===== src/rtl/micro_sequencer_pkg.sv =====
// Shared definitions for the micro-sequencer: MIR field positions,
// branch condition codes and FSM state encodings.
package micro_sequencer_pkg;

  localparam int MIR_RD_BIT  = 19;
  localparam int MIR_WR_BIT  = 18;
  localparam int MIR_COND_HI = 13;
  localparam int MIR_COND_LO = 11;
  localparam int MIR_JUMP_HI = 10;
  localparam int MIR_JUMP_LO = 0;
  localparam int JUMP_W      = MIR_JUMP_HI - MIR_JUMP_LO + 1;

  localparam int FLAG_N = 3;
  localparam int FLAG_Z = 2;
  localparam int FLAG_V = 1;
  localparam int FLAG_C = 0;

  typedef enum logic [2:0] {
    COND_NEXT     = 3'b000,
    COND_N        = 3'b001,
    COND_Z        = 3'b010,
    COND_V        = 3'b011,
    COND_C        = 3'b100,
    COND_IR13     = 3'b101,
    COND_JUMP     = 3'b110,
    COND_DISPATCH = 3'b111
  } cond_e;

  typedef enum logic [1:0] {
    ST_RUN      = 2'b00,
    ST_MEM_WAIT = 2'b01,
    ST_HALT     = 2'b10,
    ST_FAULT    = 2'b11
  } state_e;

endpackage


===== src/rtl/micro_sequencer_next_addr.sv =====
// Combinational next-microaddress selection: sequential, flag/IR-conditional
// branches, unconditional jump and opcode dispatch.
module microseq_next_addr
  import micro_sequencer_pkg::*;
#(
  parameter int ADDR_W = 11
) (
  input  logic [ADDR_W-1:0] i_mpc,
  input  logic [2:0]        i_cond,
  input  logic [JUMP_W-1:0] i_jump,
  input  logic [31:0]       i_ir,
  input  logic [3:0]        i_flags,
  output logic [ADDR_W-1:0] o_nextAddr
);

  logic [ADDR_W-1:0] w_inc;
  logic [ADDR_W-1:0] w_jump;
  logic [10:0]       w_dispatch;
  logic              w_unusedIr;

  // The increment wraps naturally at the top of the control store.
  assign w_inc      = i_mpc + ADDR_W'(1);
  assign w_jump     = ADDR_W'(i_jump);
  assign w_dispatch = {1'b1, i_ir[31:30], i_ir[24:19], 2'b00};
  assign w_unusedIr = ^{i_ir[29:25], i_ir[18:14], i_ir[12:0]};

  always_comb begin
    o_nextAddr = w_inc;
    case (i_cond)
      COND_NEXT:     o_nextAddr = w_inc;
      COND_N:        o_nextAddr = i_flags[FLAG_N] ? w_jump : w_inc;
      COND_Z:        o_nextAddr = i_flags[FLAG_Z] ? w_jump : w_inc;
      COND_V:        o_nextAddr = i_flags[FLAG_V] ? w_jump : w_inc;
      COND_C:        o_nextAddr = i_flags[FLAG_C] ? w_jump : w_inc;
      COND_IR13:     o_nextAddr = i_ir[13] ? w_jump : w_inc;
      COND_JUMP:     o_nextAddr = w_jump;
      COND_DISPATCH: o_nextAddr = ADDR_W'(w_dispatch);
      default:       o_nextAddr = w_inc;
    endcase
  end

endmodule


===== src/rtl/micro_sequencer.sv =====
// Microprogram sequencer: owns the MPC, stalls on memory handshakes,
// supports halt requests and traps into a terminal fault on memory timeout.
module micro_sequencer
  import micro_sequencer_pkg::*;
#(
  parameter int MIR_BUS_WIDTH       = 41,
  parameter int Direction_BUS_WIDTH = 11,
  parameter int MEM_TIMEOUT         = 255
) (
  input  logic                           CLOCK_50,
  input  logic                           RESET_InHigh,
  input  logic [MIR_BUS_WIDTH-1:0]       MICROSEQ_MIR_IN,
  input  logic [31:0]                    MICROSEQ_IR_IN,
  input  logic [3:0]                     MICROSEQ_Flags_IN,
  input  logic                           MICROSEQ_MemAck_IN,
  input  logic                           MICROSEQ_Halt_IN,
  output logic [Direction_BUS_WIDTH-1:0] MICROSEQ_Direccion_OUT,
  output logic                           MICROSEQ_MirValid_OUT,
  output logic                           MICROSEQ_MemReq_OUT,
  output logic [1:0]                     MICROSEQ_State_OUT
);

  localparam int CNT_W = (MEM_TIMEOUT < 2) ? 1 : $clog2(MEM_TIMEOUT + 1);

  state_e                         r_state;
  state_e                         w_nextState;
  logic [Direction_BUS_WIDTH-1:0] r_mpc;
  logic [Direction_BUS_WIDTH-1:0] w_nextAddr;
  logic [CNT_W-1:0]               r_waitCnt;
  logic [CNT_W-1:0]               w_nextWaitCnt;
  logic                           w_memOp;
  logic                           w_active;
  logic                           w_memReq;
  logic                           w_commit;
  logic                           w_timeout;
  logic                           w_unusedMir;

  assign w_memOp     = MICROSEQ_MIR_IN[MIR_RD_BIT] | MICROSEQ_MIR_IN[MIR_WR_BIT];
  assign w_active    = (r_state == ST_RUN) || (r_state == ST_MEM_WAIT);
  assign w_memReq    = w_memOp && w_active;
  assign w_commit    = ((r_state == ST_RUN) && !w_memOp) ||
                       (w_memReq && MICROSEQ_MemAck_IN);
  assign w_timeout   = (int'(r_waitCnt) + 1) >= MEM_TIMEOUT;
  assign w_unusedMir = ^{MICROSEQ_MIR_IN[MIR_BUS_WIDTH-1:MIR_RD_BIT+1],
                         MICROSEQ_MIR_IN[MIR_WR_BIT-1:MIR_COND_HI+1]};

  microseq_next_addr #(
    .ADDR_W(Direction_BUS_WIDTH)
  ) u_nextAddr (
    .i_mpc      (r_mpc),
    .i_cond     (MICROSEQ_MIR_IN[MIR_COND_HI:MIR_COND_LO]),
    .i_jump     (MICROSEQ_MIR_IN[MIR_JUMP_HI:MIR_JUMP_LO]),
    .i_ir       (MICROSEQ_IR_IN),
    .i_flags    (MICROSEQ_Flags_IN),
    .o_nextAddr (w_nextAddr)
  );

  // A halt request raised while waiting on memory takes effect on the completing cycle.
  always_comb begin
    w_nextState   = r_state;
    w_nextWaitCnt = r_waitCnt;
    case (r_state)
      ST_RUN: begin
        if (w_commit) begin
          if (MICROSEQ_Halt_IN) w_nextState = ST_HALT;
        end else begin
          w_nextState   = ST_MEM_WAIT;
          w_nextWaitCnt = '0;
        end
      end
      ST_MEM_WAIT: begin
        if (w_commit) begin
          w_nextState = MICROSEQ_Halt_IN ? ST_HALT : ST_RUN;
        end else begin
          w_nextWaitCnt = r_waitCnt + CNT_W'(1);
          if (w_timeout) w_nextState = ST_FAULT;
        end
      end
      ST_HALT: begin
        if (!MICROSEQ_Halt_IN) w_nextState = ST_RUN;
      end
      ST_FAULT: w_nextState = ST_FAULT;
      default:  w_nextState = ST_RUN;
    endcase
  end

  always_ff @(posedge CLOCK_50 or posedge RESET_InHigh) begin
    if (RESET_InHigh) begin
      r_state   <= ST_RUN;
      r_mpc     <= '0;
      r_waitCnt <= '0;
    end else begin
      r_state   <= w_nextState;
      r_waitCnt <= w_nextWaitCnt;
      if (w_commit) r_mpc <= w_nextAddr;
    end
  end

  assign MICROSEQ_Direccion_OUT = r_mpc;
  assign MICROSEQ_MirValid_OUT  = w_commit;
  assign MICROSEQ_MemReq_OUT    = w_memReq;
  assign MICROSEQ_State_OUT     = r_state;

endmodule


===== config.mk =====
export PLATFORM = sky130hd
export DESIGN_NAME = micro_sequencer
export DESIGN_NICKNAME = d
export VERILOG_FILES = /design/src/rtl/micro_sequencer_pkg.sv /design/src/rtl/micro_sequencer_next_addr.sv /design/src/rtl/micro_sequencer.sv
export SDC_FILE = /design/constraint.sdc
export NUM_CORES = 1
export LEC_CHECK = 0
export ABC_AREA = 1
export CAP_MARGIN = 20
export CORE_AREA = 2 2 81 83
export DETAILED_ROUTE_END_ITERATION = 12
export DIE_AREA = 0 0 83 85
export GPL_ROUTABILITY_DRIVEN = 0
export PLACE_DENSITY_LB_ADDON = 0.25
export SLEW_MARGIN = 10
export SYNTH_ARGS = -nofsm -noshare
export SYNTH_HDL_FRONTEND = slang
export SYNTH_SLANG_ARGS = --single-unit

===== constraint.sdc =====
create_clock -name CLOCK_50 -period 3.56 [get_ports CLOCK_50]
set_clock_uncertainty 0.1 [all_clocks]
set_input_delay 0.534 -clock CLOCK_50 [delete_from_list [all_inputs] [get_ports CLOCK_50]]
set_output_delay 0.534 -clock CLOCK_50 [all_outputs]
set_load 0.005 [all_outputs]

---- Yosys cells after proc, flatten, opt, wreduce, memory -nomap -nowiden ----
Index checks and enable logic that the tools add are counted.
word-level totals
  flip-flop bits (word level) ............. 21
  bits of input ports ..................... 81
  output and inout bits ................... 15
  logic and storage cells ................. 50
operators by class
  add/sub/neg operators ................... 3
  bitwise logic cells ..................... 1
  equality and inequality tests ........... 15
  magnitude comparators ................... 1
  muxes and demuxes ....................... 16
  reduce and logical (&&, ||, !) cells .... 11
operator list
  kind                     number
  $pmux W11 S8             1
  $mux W11                 5
  $mux W8                  2
  $pmux W8 S2              1
  $eq A3 B3 Y1 const B     4
  $mux W2                  6
  $add A11 B1 Y11 const B  1
  $add A8 B1 Y9 const B    1
  $ge A9 B8 Y1 const B     1
  $add A8 B1 Y8 const B    1
  $pmux W2 S4              1
  $eq A3 B2 Y1 const B     2
  $ne A2 B2 Y1 const B     3
  $ne A3 B3 Y1 const B     2
  $reduce_and A3 Y1        2
  $eq A2 B2 Y1 const B     2
  $eq A3 B1 Y1 const B     1
  $logic_and A1 B1 Y1      3
  $logic_not A3 Y1         1
  $eq A2 B1 Y1 const B     1
  $logic_not A2 Y1         1
  $logic_or A1 B1 Y1       2
  $reduce_bool A2 Y1       1
  $logic_not A1 Y1         1
  $or A1 B1 Y1             1

---- Logic depth before layout (Yosys ltp) ----
  word-level depth ........................ 7
  depth in mapped cells ................... 12
  depth with buffers taken out ............ 12

---- Cells and area by module ----
From an unflattened synthesis, not the netlist that was laid out.
unflattened totals
  cells, all modules ...................... 294
  area total of the unflattened synthesis .. 1803.0 µm²
modules (own cells, without submodules)
  module              seq. area each (µm²)  cells each  area an instance (µm²)  times used
  micro_sequencer     525.5                 143         1096.1                  1
  microseq_next_addr  0.0                   151         706.9                   1

---- Least setup slack after synthesis ----
OpenSTA, ideal clock, no wires.
  path type ............................... input -> output
  from .................................... input MICROSEQ_MIR_IN[19]
  to ...................................... output MICROSEQ_MirValid_OUT
  data required time ...................... 2926 ps
  path buffers ............................ 1
  data arrival time ....................... 1093 ps
  stages on the path ...................... 5
  slack ................................... 1833 ps
  cells stage by stage .................... inv_1 a21oi_2 nand2_1 nand2_4 buf_6
on the way
  word-level cells in the longest chain between the ends .. 4
  elaborated cells on any way between the ends .. 6
  classes of those cells .................. 1 x bitwise; 5 x reduce/logical
ends and longest elaborated chain
  item                     RTL line               text
  from (decl)              micro_sequencer.sv:12  input logic [MIR_BUS_WIDTH-1:0] MICROSEQ_MIR_IN,
  $or A1 B1 Y1             micro_sequencer.sv:38  assign w_memOp = MICROSEQ_MIR_IN[MIR_RD_BIT] | MICROSEQ_MIR_IN[MIR_WR_BIT];
  $logic_and A1 B1 Y1      micro_sequencer.sv:40  assign w_memReq = w_memOp && w_active;
  net MICROSEQ_MemReq_OUT  micro_sequencer.sv:19  output logic MICROSEQ_MemReq_OUT,
  $logic_and A1 B1 Y1      micro_sequencer.sv:42  (w_memReq && MICROSEQ_MemAck_IN);
  $logic_or A1 B1 Y1       micro_sequencer.sv:41  assign w_commit = ((r_state == ST_RUN) && !w_memOp) ||
  to (decl)                micro_sequencer.sv:18  output logic MICROSEQ_MirValid_OUT,
The timed path passes the listed nets, and every way through them passes these cells.

---- Worst setup path in the final report ----
  from .................................... input MICROSEQ_MIR_IN[19]
  to ...................................... output MICROSEQ_MirValid_OUT
on the way
  word-level cells in the longest chain between the ends .. 4
  elaborated cells on any way between the ends .. 6
  classes of those cells .................. 1 x bitwise; 5 x reduce/logical
ends and longest elaborated chain
  item                                                     RTL line
  $or A1 B1 Y1 *                                           micro_sequencer.sv:38
  $logic_not A1 Y1 or $logic_and A1 B1 Y1 (tied branches)  micro_sequencer.sv:41, micro_sequencer.sv:40
  $logic_and A1 B1 Y1 (on tied branches)                   micro_sequencer.sv:41, micro_sequencer.sv:42
  $logic_or A1 B1 Y1 *                                     micro_sequencer.sv:41
Every way passes the cells marked *; elsewhere a longest branch is shown, timed or not.

==> flow_summary.toml <==
[status]
outcome = "finished, final reports clean"

[power_and_ir_drop]
swShare_pct = 43.8
p_seq_share_pct = 33.9
total_power_uw = 1270
powerDensity_nw_per_um2 = 532
p_leak_uw = 0.00112
ir_drop_mv = 0.377
power.internal_uw = 714
p_sw_uw = 557
pwr-share-comb_pct = 53.1
clkPwrFrac_pct = 12.9

[detailed_routing]
dr.pass1.iters = 4
vias = 1964
drc = 0
drtAntennaViolNets = 0
finalWirelength_um = 4690
wire_per_inst_um = 11.5
via_per_inst = 4.80
drt-initial-drc-count = 72

[global_routing]
grt_pass1_wl_um = 8210
grt_pass1_vias = 1903
grt.overflow.total = 0
grt_max_degree = 22
antenna_found_initial = 0
grt_usage_pct = 13.9

[timing]
finalHoldViolations = 0
finalMaxSlewViolations = 0
finalSetupViolations = 0
worst_slack_ns = 0.832
worst_pin_slew_ns = 0.848
slew_headroom_pct = 43.4
period_needed_ns = 2.73
fmax_mhz = 367
rsz0062_at_grt = "no"
timing.final.crit_share_pct = 76.6
tns_ns = 0

[placed_design]
port-buffer-count = 47
place_ws_ns = 0.824
dpl_cell_area_um2 = 2340
hpwl_um = 3620

[cts]
cts_root_buf = "clkbuf_8"
cts_tree = "built"
cts_setup_buffers = 0
clk_pin_slew_ns = 0.08
cts-htree-levels = 1
cts_resized = 0
cts.path.max_buffers = 2
clk_latency_ns = 0.27
cts_inserted_buffers = 3
cts_hold_buf = 0
clkSinkCount = 21

[floorplanning]
start_util_pct = 29.0
core_um2 = 6200
io-pin-count = 96
die_h_um = 85
dieArea_um2 = 7060
die_x_um = 83
rows = 29

[finish]
drive_gt1_share_pct = 7.83
layout_common_cells = "nand2_1 (79), clkdlybuf4s50_1 (47), nor2_1 (39), inv_1 (37), nand3_1 (28)"
areaGrowthSynthToFinish_pct = 32.8
final_common_cell = "nand2_1"
nets = 417
num_antenna_cells = 0
utilization_pct = 38.5
design_area_um2 = 2390

[worst_setup_path]
rrSetupSlack_ns = 1.57
crit_fanout = 19
critical_path_required_ns = 2.93
arrival_ns = 2.09
worstSetupPathType = "input port to output port"
cp-end-kind = "output port"
cp-start-kind = "input port"

[synth]
synthesis.area_um2 = 1800
ys_types = 32
ys_seq_elements = 21
synth_warnings = 0
avgSynthCellArea_um2 = 6.35
synth_nets = 367
synth_seq_area_share_pct = 29.2
synthCells = 283

[hold_path]
holdCritPathClass = "flip-flop to flip-flop"

[flow_run]
max-cap-violations = 0
[layout make-up]
class                   count  area (um2)
well taps                  77        96.3
multi-input cells         219        1100
fillers                   645        3820
flip-flops and latches     21         526
clock buffers               3        41.3
repair buffers             47         470
inverters                  41         154
clock inverters             1        5.00
[cells in the mapped netlist]
cell,instances,area share [%]
o211a_1,1,0.56
nand2_1,79,16
o31ai_1,1,0.42
a211oi_1,1,0.42
inv_1,37,7.7
nor2_2,3,1.0
ha_1,3,2.1
a21oi_1,12,3.3
nand3_4,1,0.97
o22ai_1,3,1.0
nor2_1,39,8.1
or2_2,1,0.35
nand3_1,28,7.8
o21ai_0,17,4.7
nand2_2,3,1.0
nor3_2,2,1.1
dfrtp_1,21,29
o21ai_1,1,0.28
a21boi_0,1,0.42
a21boi_1,4,1.7
a21o_1,1,0.42
nor3_1,2,0.56
o21bai_1,1,0.42
xnor2_1,3,1.5
nand2_4,2,1.3
a21oi_2,3,1.5
nand3_2,1,0.56
inv_2,4,0.83
buf_6,2,1.3
nand4_1,4,1.4
a21boi_2,1,0.63
a21oi_4,1,0.90
[worst paths after layout]
check / start / to / cells after the start
max reg2reg: MICROSEQ_State_OUT[1] / flip-flop / 10
min: flip-flop / flip-flop / 2
max in group asynchronous: RESET_InHigh / MICROSEQ_Direccion_OUT[10] / 2
min in group asynchronous: RESET_InHigh / MICROSEQ_Direccion_OUT[5] / 2
min reg2reg: flip-flop / flip-flop / 2
max: MICROSEQ_MIR_IN[19] / MICROSEQ_MirValid_OUT / 6
[per-layer routing]
| layer | routed length (um) | up-vias | GRT usage (%) | share of wire (%) |
|---|---|---|---|---|
| met1 | 2140 | 897 | 16.9 | 46 |
| met4 | 49 | 0 | 3.28 | 1.0 |
| met3 | 236 | 7 | 3.50 | 5.0 |
| met2 | 2260 | 53 | 24.8 | 48 |
| met5 | 0 | - | 0 | 0 |
| li1 | - | 1007 | - | - |
[kinds of logic after synthesis]
family                   share of synthesized area (%)
AO/OA/AOI/OAI                                     16.7
XOR/XNOR                                          1.46
buffers and inverters                             9.81
adder cells (fa/ha/maj)                           2.09
flip-flops                                        29.2
AND/OR/NAND/NOR                                   40.7
[flip-flops by register name, summed over array words and instances (netlist names), named ones only]
register,count
MICROSEQ_Direccion_OUT,11
r_waitCnt,8
MICROSEQ_State_OUT,1
[metrics by stage]
| stage | std cells | hold WS (ns) |
|---|---|---|
| after floorplan | 283 | 0.411 |
| after global placement | 405 | 0.450 |
| after detailed placement | 405 | 0.444 |
| after CTS | 409 | 0.470 |
| after global routing | 409 | 0.502 |
| final | 409 | 0.469 |
[power by group through the flow]
stage / combinational, uW / clock [uW] / sequential (uW)
5_1_grt: 768 / 181 / 450
2_1_floorplan: 405 / 0 / 416
3_5_place_dp: 676 / 0 / 436
3_3_place_gp: 673 / 0 / 433
4_1_cts: 681 / 172 / 431
6_report: 675 / 164 / 431
[worst max-delay path: stages]
cell and delay [ns]:
clkdlybuf4s50_1 0.46, inv_1 0.07, a21oi_2 0.15, nand2_1 0.11, nand2_4 0.20, clkdlybuf4s50_1 0.55
Note: power is estimated with default switching activity, not from simulation.
